$ cat src/rtl/main.sv
// Switch-driven decoder demo: picks one of four 4-bit functions of sw and shows it on digit 0.
// Build option MAIN_LED_MIRROR_EN: led mirrors the raw switches instead of {mode, 0000, value}.
module main (
   input  logic       clk,
   input  logic       rst,
   input  logic [9:0] sw,
   output logic [9:0] led,
   output logic [6:0] hex,
   output logic [7:0] hex_on
);

   localparam int unsigned SW_W  = 10;
   localparam int unsigned V_W   = 4;
   localparam int unsigned SEG_W = 7;
   localparam int unsigned DIG_W = 8;

   localparam logic [SW_W-1:0]  LED_RST    = SW_W'(0);
   localparam logic [SEG_W-1:0] SEG_BLANK  = 7'h7F;
   localparam logic [DIG_W-1:0] DIG_OFF    = 8'hFF;
   localparam logic [DIG_W-1:0] DIG0_ON    = 8'b1111_1110;
   localparam logic [V_W-1:0]   THERM_BAD  = 4'hE;

   logic [V_W-1:0]   w_therm;
   logic [V_W-1:0]   w_prio;
   logic [V_W-1:0]   w_func;
   logic [V_W-1:0]   w_v;
   logic [SEG_W-1:0] w_seg;
   logic [SW_W-1:0]  w_led;

   logic [SW_W-1:0]  r_led;
   logic [SEG_W-1:0] r_hex;
   logic [DIG_W-1:0] r_hex_on;

   // Thermometer code on the low nibble; any non-thermometer pattern flags E.
   always_comb begin
      w_therm = THERM_BAD;
      case (sw[3:0])
         4'b0000: w_therm = 4'd0;
         4'b0001: w_therm = 4'd1;
         4'b0011: w_therm = 4'd2;
         4'b0111: w_therm = 4'd3;
         4'b1111: w_therm = 4'd4;
         default: w_therm = THERM_BAD;
      endcase
   end

   // Highest set bit of the upper nibble, one-based; zero when the nibble is clear.
   always_comb begin
      w_prio = 4'd0;
      if (sw[7])      w_prio = 4'd4;
      else if (sw[6]) w_prio = 4'd3;
      else if (sw[5]) w_prio = 4'd2;
      else if (sw[4]) w_prio = 4'd1;
   end

   assign w_func = {3'b000, (sw[0] ^ sw[1]) | (sw[2] & sw[3])};

   always_comb begin
      w_v = 4'd0;
      case (sw[9:8])
         2'b00:   w_v = w_therm;
         2'b01:   w_v = w_prio;
         2'b10:   w_v = w_func;
         default: w_v = sw[3:0];
      endcase
   end

   // Active-low {g,f,e,d,c,b,a} segment patterns.
   always_comb begin
      w_seg = SEG_BLANK;
      case (w_v)
         4'h0: w_seg = 7'h40;
         4'h1: w_seg = 7'h79;
         4'h2: w_seg = 7'h24;
         4'h3: w_seg = 7'h30;
         4'h4: w_seg = 7'h19;
         4'h5: w_seg = 7'h12;
         4'h6: w_seg = 7'h02;
         4'h7: w_seg = 7'h78;
         4'h8: w_seg = 7'h00;
         4'h9: w_seg = 7'h10;
         4'hA: w_seg = 7'h08;
         4'hB: w_seg = 7'h03;
         4'hC: w_seg = 7'h46;
         4'hD: w_seg = 7'h21;
         4'hE: w_seg = 7'h06;
         default: w_seg = 7'h0E;
      endcase
   end

`ifdef MAIN_LED_MIRROR_EN
   assign w_led = sw;
`else
   assign w_led = {sw[9:8], 4'b0000, w_v};
`endif

   // Single output stage; reset overrides whatever the switches say.
   always_ff @(posedge clk) begin
      if (rst) begin
         r_led    <= LED_RST;
         r_hex    <= SEG_BLANK;
         r_hex_on <= DIG_OFF;
      end else begin
         r_led    <= w_led;
         r_hex    <= w_seg;
         r_hex_on <= DIG0_ON;
      end
   end

   assign led    = r_led;
   assign hex    = r_hex;
   assign hex_on = r_hex_on;

endmodule

$ cat config.mk
export PLATFORM = sky130hd
export DESIGN_NAME = main
export DESIGN_NICKNAME = d
export VERILOG_FILES = /design/src/rtl/main.sv
export SDC_FILE = /design/constraint.sdc
export NUM_CORES = 1
export LEC_CHECK = 0
export BUFFER_PORTS_ARGS = -buffer_cell sky130_fd_sc_hd__buf_4
export CAP_MARGIN = 10
export CELL_PAD_IN_SITES_DETAIL_PLACEMENT = 1
export CELL_PAD_IN_SITES_GLOBAL_PLACEMENT = 1
export CORE_ASPECT_RATIO = 0.8
export CORE_MARGIN = 3
export CORE_UTILIZATION = 35
export CTS_CLUSTER_DIAMETER = 60
export DETAILED_ROUTE_END_ITERATION = 10
export PLACE_DENSITY_LB_ADDON = 0.1
export SKIP_LAST_GASP = 1
export SYNTH_ARGS = -nofsm -noshare
export SYNTH_HDL_FRONTEND = slang
export SYNTH_SLANG_ARGS = --single-unit
$ cat constraint.sdc
create_clock -name clk -period 2.9 [get_ports clk]
set_input_delay 0.58 -clock clk [delete_from_list [all_inputs] [get_ports clk]]
set_output_delay 0.58 -clock clk [all_outputs]
set_load 0.01 [all_outputs]
# Word level (Yosys, flattened, before mapping)
# Memories as Yosys holds them, arrays and structs flattened. A register that Yosys moved wholly into a read port is not among the register bits.
# Cells that the tools add are included.
[totals] register_bits=18 rom_bits=112 output_inout_bits=25 wordCells=22 memories=1
[mem_list] name="(no name shown)" depth=16 word_bits=7 rd=1 rd_ports_with_merged_regs=1 write_ports=0 line_no="71" text="case (w_v)"
[classes] eq_ne=6 n_mux=7 n_bitwise=3 reduce_logical=2
[op_table] operator="case mux 4 bit (5 select lines)" n=1
[op_table] operator="case mux 4 bit (3 select lines)" n=1
[op_table] operator="== test 4 x 1 -> 1 bit, second input constant" n=1
[op_table] operator="== test 4 x 2 -> 1 bit, second input constant" n=1
[op_table] operator="== test 4 x 3 -> 1 bit, second input constant" n=1
[op_table] operator="== test 4 bit, second input constant" n=1
[op_table] operator="logical NOT 4 bit" n=1
[op_table] operator="2-to-1 mux 2 bit" n=2
[op_table] operator="2-to-1 mux 3 bit" n=1
[op_table] operator="== test 2 x 1 -> 1 bit, second input constant" n=1
[op_table] operator="== test 2 bit, second input constant" n=1
[op_table] operator="logical NOT 2 bit" n=1
[op_table] operator="2-to-1 mux 1 bit" n=2
[op_table] operator="bitwise AND 1 bit" n=1
[op_table] operator="OR 1 bit" n=1
[op_table] operator="bitwise XOR 1 bit" n=1

# Depth between registers and ports, before layout
[depth] word_depth=5 depth_mapped=10 mapped_depth_nobuf=10

# Worst setup path before layout
# Ideal clock, no wire load.
[synth_path] path_type="input to register" startpoint="input sw[0]" endpoint="register r_hex[5], in the netlist hex[5]" setup_time_ps=122 arrival_time_ps=2416 path_slack_ps=362 stages=10 path_buffers=0 path_cell_list="inv_1 ha_1 a211o_1 a22oi_2 o2bb2ai_4 inv_1 ha_1 a21boi_0 o21bai_1 a221o_1"
[synth_via] elab_chain_len=3
[synth_lines] element="start, declared" line_no="6" text="input logic [9:0] sw,"
[synth_lines] element="== test 4 bit, or another cell as far along" line_no="37" text="case (sw[3:0])"
[synth_lines] element="case mux 4 bit (5 select lines) / OR 1 bit (equally long branches)" line_no="37, 56"
[synth_lines] element="case mux 4 bit (3 select lines) (*)" line_no="60" text="case (sw[9:8])"
[synth_lines] element="named net w_v[0]" line_no="26" text="logic [V_W-1:0] w_v;"
[synth_lines] element="end, declared" line_no="31" text="logic [SEG_W-1:0] r_hex;"
# The timed path passes the listed nets; every way through them passes the cells marked *.
# A chain may end at the register's enable or synchronous reset.

# Worst setup path after layout
# Same ends and word-level chain as after synthesis.

==> results_dict.tcl <==
set metrics [dict create \
    syn_area_um2 982 \
    synth_edf_count 0 \
    final_area_mm2 0.00118 \
    routabilityCongestion 0.816 \
    synth_compound_gate_area_share_pct 26.5 \
    fin_cells 162 \
    rows 16 \
    antenna_found_initial 0 \
    antenna_cells 0 \
    synthTopCellsByArea "dfxtp_1, ha_1, buf_4" \
    synth_top_family_by_area "compound AO/OA/AOI/OAI gates" \
    postPlaceCellArea_mm2 0.00115 \
    synth_area_leader_cell "dfxtp_1" \
    initial_utilization_pct 38.3 \
    area_delta_synth_final_pct 20.5 \
    cp-start-kind "primary input" \
    min_path_type "in2reg" \
    synth_mux_area_share_pct 4.33 \
    dieHeight_um 53.4 \
    ys_seq_area_share_pct 28.5 \
    synth_fa_ha_area_share_pct 11.5 \
    clk_path_buf_depth 2 \
    htreeDepth 1 \
    vias 802 \
    power_leakage_uw 0.000554 \
    setup_tns_ns 0 \
    cp.arrival_ns 2.59 \
    worstPathRequired_ns 3.07 \
    ant_nets 0 \
    finalCritPeriodShare_pct 83.2 \
    first_global_vias 772 \
    synthTopCellsByCount "dfxtp_1, buf_4, ha_1, nor2_1" \
    end_kind "register" \
    drc 0 \
    use_met3_pct 4.67 \
    drt_iter0_drc 27 \
    die_area_mm2 0.00348 \
    max_cap_viol_count 0 \
    postCtsSetupBuffers 0 \
    cts-root-buf "clkbuf_4" \
    synth_xor_area_share_pct 0 \
    hold_slack_ns 0.511 \
    async_reset_ff_share_pct 0 \
    grt_max_degree 13 \
    grt_use_met1_pct 19.9 \
    core-area_mm2 0.00256 \
    worst_path_largest_cell_delay_ns 0.29 \
    wl_um 2260 \
    status "finished, final reports clean" \
    top_usage_layer "met2" \
    grt_use_total_pct 14.5 \
    dpl.hpwl_um 1860 \
    syn_inst 101 \
    layout-drive-gt1-share_pct 34.1 \
    final_nets 148 \
    die_w_um 65.2 \
    hold_violations 0 \
    slowest_stage "a221o_1" \
    clock.fmax_mhz 414 \
    finalSetupViolCount 0 \
    cts.sinks 14 \
    grt_use_met2_pct 22.4 \
    grt_pass1_wl_um 3800 \
    synth_area_per_cell_um2 9.72 \
    port_buffers 25 \
    dr.pass1.iters 3 \
    synth_top_cell_area_share_pct 28.5 \
    cts_tree "done" \
    clk_pin_slew_ns 0.08 \
    placed_cells 158 \
    cts_resized 0 \
    postCtsHoldBufs 0 \
    drv_slew 0 \
    path_max_fanout 4 \
    worstSetupPathType "in2reg" \
    overflow 0 \
    wl_per_cell_um 14.0 \
    cp_cell_sequence "buf_4 > inv_1 > ha_1 > a211o_1 > a22oi_2 > o2bb2ai_4 > inv_1 > ha_1 > a21boi_0 > o21bai_1 > a221o_1" \
    fin_crit_ns 2.41 \
    ios 37 \
    synthDistinctLibCells 38 \
    cp_num_buf_inv 3 \
    routed_via_density 4.95 \
    ys_ff_latch 14 \
    critPathTopFamily "compound AO/OA/AOI/OAI gates" \
    powerDensity_mw_per_mm2 443 \
    numCtsBuffers 3 \
    ir_drop_mv 0.207 \
    synth_top_flop_cell "dfxtp_1" \
    synth_simple_gate_area_share_pct 14.6 \
    yosysWarnings 0 \
    synth_most_common_cell "dfxtp_1" \
    rsz0062_at_grt "no" \
]
[placed cells by master, fill, tap and decap left out, drive strengths merged]
master   instances
inv              5
o311ai           1
a21o             1
o31a             1
nor3             5
nand3            2
nand2b           1
a221o            4
conb            11
a211o            2
clkbuf           4
a21boi           1
a211oi           3
a21oi            2
and3             2
dfxtp           14
nor2b            3
o2bb2ai          1
o31ai            2
mux2i            2
nor4b            1
and2             1
nor2             8
mux2             2
ha               9
o21bai           2
nand2            4
buf             27
o211ai           2
a22oi            2
o21ai            1
[final cells by class]
| cell class | count | area (µm²) |
|---|---|---|
| fillers | 330 | 1380 |
| multi-input cells | 76 | 601 |
| flip-flops and latches | 14 | 280 |
| repair buffers | 27 | 203 |
| well taps | 36 | 45.0 |
| clock buffers | 4 | 36.3 |
| inverters | 5 | 18.8 |
[where the power goes]
group	switching, µW	internal (µW)
clock	62.1	76.4
sequential	4.34	210
combinational	92.7	78.4
[kinds of logic after synthesis]
group	Yosys count
other	2
AND/OR/NAND/NOR	27
buffers and inverters	20
multiplexers	4
AO/OA/AOI/OAI	25
flip-flops	14
adder cells (fa/ha/maj)	9
[registers in the layout, indices dropped and copies added, names as in the netlist]
| register | cells |
|---|---|
| hex | 7 |
| hex_on | 1 |
| led | 6 |
[stage by stage]
stage                     utilization, %  total power [µW]  setup WS (ns)
after floorplan                        -               337          0.362
after global placement              44.8               388          0.230
after detailed placement            44.8               391          0.179
after CTS                           46.2               529          0.484
after global routing                46.2               563          0.387
final                               46.2               524          0.486
[layer usage]
layer,vias to the layer above,share of wire (%)
met2,27,42
met4,0,0.49
met5,-,0
met3,2,6.3
met1,388,51
li1,385,-
[path summary, 6_finish.rpt]
kind / start / end / slack (ns) / depth (start not counted)
setup / recovery: sw[0] / hex[5] / 0.49 / 11
hold / removal: rst / hex_on[0] / 0.51 / 1
(Power assumes the default switching activity.)
